`src/rtl/cdmesh_pkg.sv`:
```
// cdmesh_pkg: shared definitions for the CD-mesh request/reply protocol.
//   Header bit offsets for the fixed 64-bit flit layout and the helper that
//   builds a reply header from a buffered request.
//   Layout: [63]VC [62]Dx [61]Dy [60:56]Rsv [55:52]Hx [51:48]Hy
//           [47:40]SrcX [39:32]SrcY [31:0]payload
package cdmesh_pkg;

  localparam int HDR_W    = 64;
  localparam int VC_BIT   = 63;
  localparam int DX_BIT   = 62;
  localparam int DY_BIT   = 61;
  localparam int RSV_MSB  = 60;
  localparam int RSV_LSB  = 56;
  localparam int HX_MSB   = 55;
  localparam int HX_LSB   = 52;
  localparam int HY_MSB   = 51;
  localparam int HY_LSB   = 48;
  localparam int SRCX_MSB = 47;
  localparam int SRCX_LSB = 40;
  localparam int SRCY_MSB = 39;
  localparam int SRCY_LSB = 32;
  localparam int PAY_MSB  = 31;
  localparam int PAY_LSB  = 0;

  // Reply beat k of request req, routed back to the requester.
  // Rsv[60] flags the last beat, Rsv[59:56] carries the beat index.
  // Hop distance is computed at 8 bits and truncated to the 4-bit field.
  function automatic logic [HDR_W-1:0] mk_reply_hdr(
    input logic [HDR_W-1:0] req,
    input logic [3:0]       k,
    input logic             last,
    input logic [7:0]       my_x,
    input logic [7:0]       my_y
  );
    logic [HDR_W-1:0] hdr;
    logic [7:0]       sx;
    logic [7:0]       sy;
    logic [7:0]       hx;
    logic [7:0]       hy;
    logic             dx;
    logic             dy;
    sx  = req[SRCX_MSB:SRCX_LSB];
    sy  = req[SRCY_MSB:SRCY_LSB];
    dx  = (sx < my_x);
    dy  = (sy < my_y);
    hx  = dx ? (my_x - sx) : (sx - my_x);
    hy  = dy ? (my_y - sy) : (sy - my_y);
    hdr = '0;
    hdr[VC_BIT]              = req[VC_BIT];
    hdr[DX_BIT]              = dx;
    hdr[DY_BIT]              = dy;
    hdr[RSV_MSB]             = last;
    hdr[RSV_MSB-1:RSV_LSB]   = k;
    hdr[HX_MSB:HX_LSB]       = hx[3:0];
    hdr[HY_MSB:HY_LSB]       = hy[3:0];
    hdr[SRCX_MSB:SRCX_LSB]   = my_x;
    hdr[SRCY_MSB:SRCY_LSB]   = my_y;
    hdr[PAY_MSB:PAY_LSB]     = req[PAY_MSB:PAY_LSB] + {28'd0, k};
    return hdr;
  endfunction

endpackage

```
`src/rtl/llc_req_fifo.sv`:
```
// llc_req_fifo: DATA_W x FIFO_DEPTH synchronous request buffer.
//   Ports: clk, reset (async, active-high), push/push_data, pop/pop_data
//   (head is presented combinationally), full, empty, count (occupancy).
//   Pointers wrap naturally (FIFO_DEPTH is a power of two); the separate
//   count distinguishes full from empty. Push when full and pop when empty
//   are ignored. Storage is not reset.
module llc_req_fifo #(
  parameter int DATA_W     = 64,
  parameter int FIFO_DEPTH = 4
) (
  input  logic                          clk,
  input  logic                          reset,
  input  logic                          push,
  input  logic [DATA_W-1:0]             push_data,
  input  logic                          pop,
  output logic [DATA_W-1:0]             pop_data,
  output logic                          full,
  output logic                          empty,
  output logic [$clog2(FIFO_DEPTH):0]   count
);
  import cdmesh_pkg::*;

  localparam int AW = $clog2(FIFO_DEPTH);
  localparam logic [AW:0] FULL_CNT = (AW+1)'(FIFO_DEPTH);

  logic [DATA_W-1:0] mem [FIFO_DEPTH];
  logic [AW-1:0]     wr_ptr;
  logic [AW-1:0]     rd_ptr;
  logic              do_push;
  logic              do_pop;

  assign full     = (count == FULL_CNT);
  assign empty    = (count == '0);
  assign do_push  = push && !full;
  assign do_pop   = pop && !empty;
  assign pop_data = mem[rd_ptr];

  always_ff @(posedge clk) begin
    if (do_push) mem[wr_ptr] <= push_data;
  end

  always_ff @(posedge clk or posedge reset) begin
    if (reset) begin
      wr_ptr <= '0;
      rd_ptr <= '0;
      count  <= '0;
    end else begin
      if (do_push) wr_ptr <= wr_ptr + 1'b1;
      if (do_pop)  rd_ptr <= rd_ptr + 1'b1;
      case ({do_push, do_pop})
        2'b10:   count <= count + 1'b1;
        2'b01:   count <= count - 1'b1;
        default: count <= count;
      endcase
    end
  end

endmodule

```
`src/rtl/llc_reply_engine.sv`:
```
// llc_reply_engine: LLC proxy on a router local port. Buffers request
//   header flits and answers each with BURST reply flits routed back to the
//   requester, hop fields recomputed from this node's (MY_X, MY_Y).
//   Ports:
//     clk, reset      clock / async active-high reset
//     req_si/req_ri/req_di   request flit in (valid / ready / data)
//     rsp_so/rsp_ro/rsp_do   reply flit out (valid / ready / data)
//     req_cnt, rsp_cnt       accepted requests / sent reply flits (wrap)
//     busy                   FIFO non-empty or reply in flight
module llc_reply_engine #(
  parameter int DATA_W     = 64,
  parameter int MY_X       = 0,
  parameter int MY_Y       = 0,
  parameter int BURST      = 2,
  parameter int FIFO_DEPTH = 4,
  parameter int CNT_W      = 16
) (
  input  logic              clk,
  input  logic              reset,
  input  logic              req_si,
  output logic              req_ri,
  input  logic [DATA_W-1:0] req_di,
  output logic              rsp_so,
  input  logic              rsp_ro,
  output logic [DATA_W-1:0] rsp_do,
  output logic [CNT_W-1:0]  req_cnt,
  output logic [CNT_W-1:0]  rsp_cnt,
  output logic              busy
);
  import cdmesh_pkg::*;

  localparam int AW = $clog2(FIFO_DEPTH);
  localparam logic [3:0] LAST_BEAT = 4'(BURST - 1);
  localparam logic [7:0] MYX       = 8'(MY_X);
  localparam logic [7:0] MYY       = 8'(MY_Y);

  typedef enum logic {S_IDLE, S_SEND} state_t;

  state_t            state;
  logic              push;
  logic              pop;
  logic              full;
  logic              empty;
  logic [AW:0]       count;
  logic [DATA_W-1:0] head;
  logic [DATA_W-1:0] req_p1;
  logic [3:0]        beat_p1;
  logic [3:0]        beat_nxt;
  logic              last_beat;
  logic              fire;

  // Ready is a pure function of occupancy: no push-through when full.
  assign req_ri    = !full;
  assign push      = req_si && !full;
  assign fire      = rsp_so && rsp_ro;
  assign last_beat = (beat_p1 == LAST_BEAT);
  assign beat_nxt  = beat_p1 + 4'd1;
  // Pop when idle, or when the last beat leaves so the next burst starts
  // on the same edge.
  assign pop       = !empty && ((state == S_IDLE) || (fire && last_beat));
  assign busy      = (count != '0) || rsp_so;

  llc_req_fifo #(
    .DATA_W     (DATA_W),
    .FIFO_DEPTH (FIFO_DEPTH)
  ) u_fifo (
    .clk       (clk),
    .reset     (reset),
    .push      (push),
    .push_data (req_di),
    .pop       (pop),
    .pop_data  (head),
    .full      (full),
    .empty     (empty),
    .count     (count)
  );

  // Stage p1: request held for the remaining beats of its burst
  always_ff @(posedge clk) begin
    if (pop) req_p1 <= head;
  end

  always_ff @(posedge clk or posedge reset) begin
    if (reset) begin
      state   <= S_IDLE;
      rsp_so  <= 1'b0;
      rsp_do  <= '0;
      beat_p1 <= '0;
      req_cnt <= '0;
      rsp_cnt <= '0;
    end else begin
      if (push) req_cnt <= req_cnt + 1'b1;
      case (state)
        S_IDLE: begin
          if (!empty) begin
            beat_p1 <= '0;
            rsp_do  <= mk_reply_hdr(head, 4'd0, (LAST_BEAT == 4'd0), MYX, MYY);
            rsp_so  <= 1'b1;
            state   <= S_SEND;
          end
        end
        S_SEND: begin
          if (fire) begin
            rsp_cnt <= rsp_cnt + 1'b1;
            if (!last_beat) begin
              beat_p1 <= beat_nxt;
              rsp_do  <= mk_reply_hdr(req_p1, beat_nxt, (beat_nxt == LAST_BEAT), MYX, MYY);
            end else if (!empty) begin
              beat_p1 <= '0;
              rsp_do  <= mk_reply_hdr(head, 4'd0, (LAST_BEAT == 4'd0), MYX, MYY);
            end else begin
              rsp_so  <= 1'b0;
              state   <= S_IDLE;
            end
          end
        end
        default: begin
          rsp_so <= 1'b0;
          state  <= S_IDLE;
        end
      endcase
    end
  end

endmodule
```
`config.mk`:
```
export PLATFORM = sky130hd
export DESIGN_NAME = llc_reply_engine
export DESIGN_NICKNAME = d
export VERILOG_FILES = /design/src/rtl/cdmesh_pkg.sv /design/src/rtl/llc_req_fifo.sv /design/src/rtl/llc_reply_engine.sv
export SDC_FILE = /design/constraint.sdc
export NUM_CORES = 1
export LEC_CHECK = 0
export BUFFER_PORTS_ARGS = -buffer_cell sky130_fd_sc_hd__buf_4
export CORE_ASPECT_RATIO = 0.6
export CORE_MARGIN = 8
export CORE_UTILIZATION = 54
export DETAILED_ROUTE_END_ITERATION = 10
export PLACE_DENSITY_LB_ADDON = 0.08
export SLEW_MARGIN = 5
export SYNTH_ARGS = -nofsm -noshare
export SYNTH_HDL_FRONTEND = slang
export SYNTH_HIERARCHICAL = 1
export SYNTH_SLANG_ARGS = --single-unit
```
`constraint.sdc`:
```
create_clock -name clk -period 3.3 [get_ports clk]
set_clock_uncertainty 0.2 [all_clocks]
set_input_delay 0.495 -clock clk [delete_from_list [all_inputs] [get_ports clk]]
set_output_delay 0.495 -clock clk [all_outputs]
set_load 0.01 [all_outputs]
```
==> flow_metrics.tcl, run 1 <==
set metrics [dict create \
    status "finished, final reports clean" \
    syn_area_um2 12500 \
    drt-vias-per-instance 5.55 \
    areaGrowthSynthToFinish_pct 23.5 \
    cts_buffer_depth 3 \
    slowest_stage "dfrtp_2" \
    die_h_um 134 \
    track_usage 0.195 \
    post-route-drc-count 0 \
    worstPathMaxFanout 7 \
    grt_max_degree 47 \
    crit_top_cell "inv_1" \
    end_kind "register" \
    dp.cells 1224 \
    grt_overflow 0 \
    postRouteAntennaNets 0 \
    final_cell_mix "edfxtp_1 (205), buf_4 (158), dfrtp_1 (106)" \
    htree_levels 1 \
    period_needed_ps 3070 \
    leakage_uw 0.00592 \
    ioPinCount 167 \
    critical-path-top-delay-family "adder cells" \
    cp.depth 10 \
    cp_slowest_stage_delay_ps 430 \
    setup_viol 0 \
    wl_um 27700 \
    drive_above_1_share 0.272 \
    cts_buffers 29 \
    nFillCells 1620 \
    wl_met2_um 12800 \
    worst_slew_pin_slew_ps 996 \
    maxClockFrequency_mhz 326 \
    start_util 0.545 \
    whs_path_depth 4 \
    crit_buf_inv 2 \
    critPathLaunchType "register" \
    core_um2 22900 \
    syn_inst 774 \
    avgSynthCellArea_um2 16.1 \
    instances_no_fill 1320 \
    wirelength_met1_um 12700 \
    drt-pass1-iter-count 5 \
    routed-via-count 7330 \
    rsz0062_at_grt "false" \
    irDropWorstVdd_v 0.000445 \
    yosys_warnings 6 \
    die_w_um 212 \
    dp_hpwl_um 18900 \
    finalHoldViolCount 0 \
    r2r_cells 10 \
    routed-wl-met3_um 1800 \
    gp_congestion 0.919 \
    first_iter_violations 538 \
    fin_setup_tns_ps 0 \
    maxCapViolations 0 \
    finalCritPeriodShare 0.930 \
    timing.final.max_slew_violations 0 \
    antenna_found_initial 1 \
    final_common_cell "edfxtp_1" \
    cts_sinks 314 \
    clk_pin_slew_ps 70 \
    maxSlewHeadroom 0.335 \
    powerDensity_nw_per_um2 825 \
    crit_type "reg -> reg" \
    die_area_um2 28400 \
    drt-wirelength-per-cell_um 21.0 \
    top_layer "met4" \
    port_buffers 143 \
    cp_cell_sequence "inv_1, ha_1, inv_1, fa_1, nand2b_1, a211o_1, nor4b_2, nand2_1, xor2_1, o31ai_1" \
    crit_arrival_ps 3310 \
    cts_tree "yes" \
    clk_latency_ps 540 \
    synth_nets 858 \
    first_global_vias 7517 \
    rows 43 \
    fin_nets 1066 \
    grt_pass1_wl_um 43300 \
    cts_root_buffer "clkbuf_16" \
    required_ps 3550 \
    hp-class "in -> reg" \
]
-- worst register-to-register path, cell delays in order, from the launching register on --
cell,delay (ps)
dfrtp_2,430
inv_1,90
ha_1,300
inv_1,80
fa_1,430
nand2b_1,180
a211o_1,370
nor4b_2,360
nand2_1,150
xor2_1,180
o31ai_1,200
-- final timing paths --
| check | slack [ps] | from | end |
|---|---|---|---|
| hold / removal | 160 | rsp_ro | rsp_so |
| max in group asynchronous | 1690 | reset | rsp_cnt[0] |
| min in group asynchronous | 260 | reset | u_fifo/wr_ptr[0] |
| hold reg to reg | 280 | rsp_cnt[15] | rsp_cnt[15] |
| setup reg to reg | 230 | beat_p1[0] | rsp_do[24] |
| setup / recovery | 230 | beat_p1[0] | rsp_do[24] |
-- metal layers --
layer	track usage	up-vias
li1	-	3323
met1	0.286	3752
met2	0.301	220
met3	0.0398	35
met4	0.0390	0
met5	0	-
-- report_power, final --
group	switching (uW)	internal, uW
sequential	621	5210
clock	1360	1910
combinational	1910	1710
-- state kept, by name (all words and copies together), names as in the netlist --
register and flops:
rsp_do 64, state 1, u_fifo/wr_ptr 2, rsp_cnt 16
rsp_so 1, u_fifo/rd_ptr 2, u_fifo/mem 164, req_cnt 16
req_p1 41, u_fifo/count 3, beat_p1 4
-- cell type report --
cell class / count / area, um2 / share of cell area
multi-input cells: 408 / 3390 / 0.219
repair buffers: 206 / 1730 / 0.112
diodes: 1 / 2.50 / 0.000162
clock inverters: 8 / 91.3 / 0.00592
well taps: 315 / 394 / 0.0255
inverters: 23 / 93.8 / 0.00608
flip-flops and latches: 314 / 8890 / 0.576
clock buffers: 45 / 846 / 0.0548
-- metrics by stage --
step | instance area (um2) | setup WS [ps] | hold slack, ps | utilization | power (uW)
floorplan | 12500 | 135 | 98.4 | - | 7950
global placement | 14100 | 347 | 263 | 0.614 | 9350
detailed placement | 14100 | 280 | 271 | 0.614 | 9520
CTS | 15400 | 218 | 132 | 0.673 | 12900
global route | 15400 | 49.2 | 162 | 0.673 | 13300
finish | 15400 | 232 | 157 | 0.673 | 12700
-- repair_timing --
action                                  4_1_cts  5_1_grt
hold buffers                                 42        0
buffers inserted                              0        0
endpoints found under the hold margin       188        0
resized for setup                             0        1
endpoints found under the setup margin        0        1
(Power assumes the default switching activity.)
==> inputs of run 2 (changes only) <==
ABC_AREA = 1   (was default)
CORE_UTILIZATION = 60   (was 54)
CTS_BUF_LIST = sky130_fd_sc_hd__clkbuf_8   (was default)
clock period = 3.7 ns   (was 3.3 ns; I/O delays follow)
==> run 2 against run 1 <==
- register-to-register slack improved by 500 ps
- final area up 7.9%
- highest routed layer unchanged
- non-clock buffer count fell by 8
==> flow_metrics.tcl, run 2 <==
set metrics [dict create \
    status "finished, final reports clean" \
    cts_buffer_depth 3 \
    worst_slew_pin_slew_ps 962 \
    powerDensity_nw_per_um2 731 \
    drive_above_1_share 0.178 \
    dp.cells 1767 \
    swShare 0.379 \
    worstPathMaxFanout 5 \
    grt_pass1_wl_um 51600 \
    drt-pass1-iter-count 5 \
    largest_reg_flops 164 \
    syn_inst 1349 \
    cts-resized-gates 0 \
    period_needed_ps 2960 \
    core_um2 23100 \
    final_common_cell "nand2_1" \
    areaGrowthSynthToFinish_pct 17.4 \
    rows 43 \
    switching_power_uw 4620 \
    gp_congestion 0.936 \
    instances_no_fill 1888 \
    p_seq_frac 0.430 \
    p_clk_frac 0.213 \
    required_ps 3940 \
    antenna_found_initial 0 \
    regMostFlops "u_fifo/mem" \
    die_area_um2 29000 \
    setup_viol 0 \
    ioPinCount 167 \
    utilization 0.719 \
    start_util 0.613 \
    fin_setup_tns_ps 0 \
    syn_area_um2 14200 \
    first_iter_violations 790 \
    rsz0062_at_grt "false" \
    maxClockFrequency_mhz 337 \
    critPathLaunchType "register" \
    end_kind "register" \
    leakage_uw 0.00753 \
    htree_levels 2 \
    fin_nets 1625 \
    first_global_vias 9604 \
    grt_max_degree 105 \
    die_h_um 135 \
    dp_hpwl_um 21700 \
    routed-via-count 9934 \
    drt-vias-per-instance 5.26 \
    cts_root_buffer "clkbuf_8" \
    post-route-drc-count 0 \
    postRouteAntennaNets 0 \
    track_usage 0.225 \
    avgSynthCellArea_um2 10.5 \
    top_regs "u_fifo/mem x164, rsp_do x64, req_p1 x41" \
    clk_latency_ps 570 \
    nFillCells 1717 \
    wl_um 32600 \
    drt-wirelength-per-cell_um 17.3 \
    clk_pin_slew_ps 70 \
    cts_buffers 45 \
    crit_type "reg -> reg" \
    synth_nets 1433 \
    finalCritPeriodShare 0.801 \
    maxCapViolations 0 \
    irDropWorstVdd_v 0.000511 \
    yosys_warnings 6 \
    finalHoldViolCount 0 \
    hp-class "in -> reg" \
    timing.final.max_slew_violations 0 \
    port_buffers 143 \
    crit_arrival_ps 3210 \
    cell_internal_pwr_uw 7550 \
    antenna_cells 0 \
    cts_sinks 314 \
    die_w_um 214 \
    maxSlewHeadroom 0.359 \
    grt_overflow 0 \
    comb_power_share 0.356 \
    cts_tree "yes" \
    final_cell_mix "nand2_1 (311), inv_1 (209), edfxtp_1 (205)" \
]
[run 2: worst paths after layout]
check / start / to / slack [ps] / cells after the start
setup / recovery: beat_p1[0] / rsp_do[30] / 740 / 14
hold / removal: req_si / req_cnt[1] / 100 / 4
setup reg to reg: beat_p1[0] / rsp_do[30] / 740 / 14
hold reg to reg: rsp_cnt[15] / rsp_cnt[15] / 270 / 1
max in group asynchronous: reset / rsp_cnt[10] / 2100 / 4
min in group asynchronous: reset / u_fifo/rd_ptr[1] / 370 / 3
[run 2: stage by stage]
stage                     hold WS (ps)  power [uW]  cell area (um2)  setup slack, ps
after floorplan                    158        8190            14200              270
after global placement             258        9490            15400              843
after detailed placement           262        9600            15400              806
after CTS                         77.6       12200            16600              778
after global routing               102       12900            16600              569
final                             97.4       12200            16600              736
[run 2: per-layer routing]
| layer | track usage | part of all wire | wire (um) | vias up |
|---|---|---|---|---|
| met1 | 0.328 | 0.47 | 15300 | 4709 |
| met5 | 0 | 0 | 0 | - |
| li1 | - | - | - | 4846 |
| met2 | 0.341 | 0.44 | 14200 | 327 |
| met4 | 0.0580 | 0.016 | 521 | 0 |
| met3 | 0.0453 | 0.078 | 2560 | 52 |
[run 2: cell type report]
type / count / area, um2 / share of cell area
sequential: 314 / 8880 / 0.534
tap: 315 / 394 / 0.0237
inverter: 207 / 786 / 0.0472
timing repair buffer: 198 / 1600 / 0.0964
clock inverter: 25 / 103 / 0.00616
clock buffer: 54 / 743 / 0.0447
multi-input combinational: 775 / 4130 / 0.248
[run 2: power groups by stage]
stage	clock network (uW)	logic [uW]	registers, uW
floorplan	0	2850	5350
global placement	0	4210	5280
detailed placement	0	4300	5300
CTS	2650	4360	5230
global route	2790	4820	5320
finish	2590	4340	5240
[run 2: critical path, cell delays in order (launching register included)]
cell	delay, ps
dfrtp_1	420
inv_1	110
ha_1	320
inv_1	80
fa_1	440
inv_1	70
nand3_1	60
nand2_1	270
nand2_1	170
nor2_1	290
nand2_1	90
nand2_1	60
nand3_1	90
nand2_1	120
nand2_1	50
[run 2: repair_timing]
| action | 4_1_cts | 5_1_grt |
|---|---|---|
| endpoints found under the hold margin | 213 | 0 |
| hold buffers | 42 | 0 |
| setup buffers | 0 | 0 |
==> inputs of run 3 (changes only) <==
ABC_AREA = 0   (was 1)
clock period = 2.9 ns   (was 3.7 ns; I/O delays follow)
==> run 3 against run 2 <==
- sequential share of layout area rose by 3.7 points
- clock power increased by 30%
- setup slack got worse by 660 ps
- routed wire length decreased by 13%
- first-iteration DRC count is 17% lower
- combinational power increased by 3%
==> flow_metrics.tcl, run 3 (synthesized netlist as in run 1, its figures left out) <==
set metrics [dict create \
    ioPinCount 167 \
    rows 41 \
    status "finished, final reports clean" \
    powerDensity_nw_per_um2 929 \
    crit_buf_inv 2 \
    switching_power_uw 4640 \
    timing.final.max_slew_violations 0 \
    drt-vias-per-instance 5.71 \
    gp_congestion 0.819 \
    grt_pass1_wl_um 44300 \
    top_regs "u_fifo/mem x164, rsp_do x64, req_p1 x41" \
    worstPathMaxFanout 6 \
    finalCritPeriodShare 0.975 \
    crit_arrival_ps 3090 \
    r2r_cells 11 \
    postRouteAntennaNets 0 \
    cp_cell_sequence "buf_6, nand3_2, xor2_2, inv_2, ha_4, nor2_1, a211o_4, nor4b_4, nand2_1, xor2_2, o31ai_1" \
    whs_ps 119 \
    drt-wirelength-per-cell_um 21.5 \
    drt-pass1-iter-count 4 \
    port_buffers 143 \
    leakage_uw 0.00608 \
    swShare 0.321 \
    hp-class "in -> reg" \
    worst_slew_pin_slew_ps 674 \
    rsz0062_at_grt "true" \
    slowest_stage "dfrtp_2" \
    track_usage 0.219 \
    irDropWorstVdd_v 0.000591 \
    cts_buffers 45 \
    maxSlewHeadroom 0.551 \
    maxClockFrequency_mhz 354 \
    die_area_um2 25800 \
    clk_latency_ps 550 \
    cts_buffer_depth 3 \
    routed-via-count 7589 \
    grt_max_degree 78 \
    nFillCells 1269 \
    core_um2 20700 \
    finalHoldViolCount 0 \
    htree_levels 2 \
    drive_above_1_share 0.311 \
    clk_pin_slew_ps 70 \
    wl_um 28500 \
    cp.depth 11 \
    p_clk_frac 0.233 \
    cts_root_buffer "clkbuf_8" \
    end_kind "register" \
    comb_power_share 0.311 \
    first_iter_violations 654 \
    die_h_um 128 \
    dp_hpwl_um 18600 \
    period_needed_ps 2830 \
    required_ps 3160 \
    largest_reg_flops 164 \
    areaGrowthSynthToFinish_pct 24.6 \
    grt_overflow 0 \
    cell_internal_pwr_uw 9820 \
    start_util 0.603 \
    final_cell_mix "edfxtp_1 (205), buf_4 (169), dfrtp_1 (106)" \
    antenna_found_initial 2 \
    setup_viol 0 \
    cts_tree "yes" \
    maxCapViolations 0 \
    fin_nets 1095 \
    fin_setup_tns_ps 0 \
    regMostFlops "u_fifo/mem" \
    cp_slowest_stage_delay_ps 410 \
    die_w_um 202 \
    first_global_vias 7904 \
    final_common_cell "edfxtp_1" \
    critPathLaunchType "register" \
    crit_top_cell "xor2_2" \
    whs_path_depth 4 \
    critical-path-top-delay-family "simple AND/OR/NAND/NOR gates" \
    cts_sinks 314 \
    p_seq_frac 0.456 \
    post-route-drc-count 0 \
    crit_type "reg -> reg" \
]
-- run 3: changes by cell type in the layout (fill, tap and decap cells not counted), moves of 30 or more --
cell,change
o211ai_1,-81
nand2_1,-269
nor2_1,-55
nand3_1,-43
mux4_2,+41
inv_1,-174
xnor2_1,+30
-- run 3: layout make-up --
cell class                      count  area, um2  share of cell area
Multi-Input combinational cell    408       3510               0.226
Sequential cell                   314       8890               0.571
Inverter                           23       93.8             0.00603
Clock buffer                       52        716              0.0460
Timing Repair Buffer              219       1830               0.118
Clock inverter                     32        166              0.0107
Tap cell                          279        349              0.0224
Antenna cell                        2       5.00            0.000322
-- run 3: worst register-to-register path, delay by kind of cell, from the launching register on --
kind / cells / cell delay [ps]
xor+xnor: 2 / 400
buf+inv: 2 / 220
compound gates: 2 / 560
flops: 1 / 410
simple gates: 4 / 630
fa+ha+maj: 1 / 310
-- run 3: metal layers --
layer / share of wire / vias to the layer above / track usage
met5: 0 / - / 0
met4: 0.014 / 0 / 0.0527
met3: 0.074 / 31 / 0.0482
met2: 0.47 / 305 / 0.342
met1: 0.44 / 3876 / 0.314
li1: - / 3377 / -
-- run 3: per-stage QoR --
step	utilization	power, uW	std cells	setup WS (ps)	instance area, um2
6_report	0.751	14500	1329	73.5	15600
5_1_grt	0.751	15200	1329	-26.9	15600
4_1_cts	0.744	14400	1322	26.5	15400
3_5_place_dp	0.680	10900	1196	-22.6	14100
3_3_place_gp	0.680	10700	1196	72.9	14100
2_1_floorplan	-	9060	774	-123	12500
-- run 3: power by group through the flow --
stage	Combinational, uW	Clock [uW]	Sequential [uW]
2_1_floorplan	2460	0	6600
6_report	4490	3370	6590
4_1_cts	4360	3440	6580
5_1_grt	4860	3650	6690
3_5_place_dp	4260	0	6670
3_3_place_gp	4100	0	6580
-- run 3: path summary, 6_finish.rpt --
| check | startpoint | endpoint | slack (ps) |
|---|---|---|---|
| max | beat_p1[0] | rsp_do[24] | 70 |
| min | rsp_ro | rsp_so | 120 |
| max reg2reg | beat_p1[0] | rsp_do[24] | 70 |
| min reg2reg | rsp_cnt[15] | rsp_cnt[15] | 270 |
| max in group asynchronous | reset | beat_p1[0] | 1720 |
| min in group asynchronous | reset | u_fifo/count[2] | 220 |
-- run 3: what timing repair did --
item                                   4_1_cts  5_1_grt
endpoints found under the hold margin      273        0
setup endpoints to repair                    1       24
setup buffers                                0        5
hold buffers                                42        0
gates resized for setup                      3       24
pin swaps                                    0        9
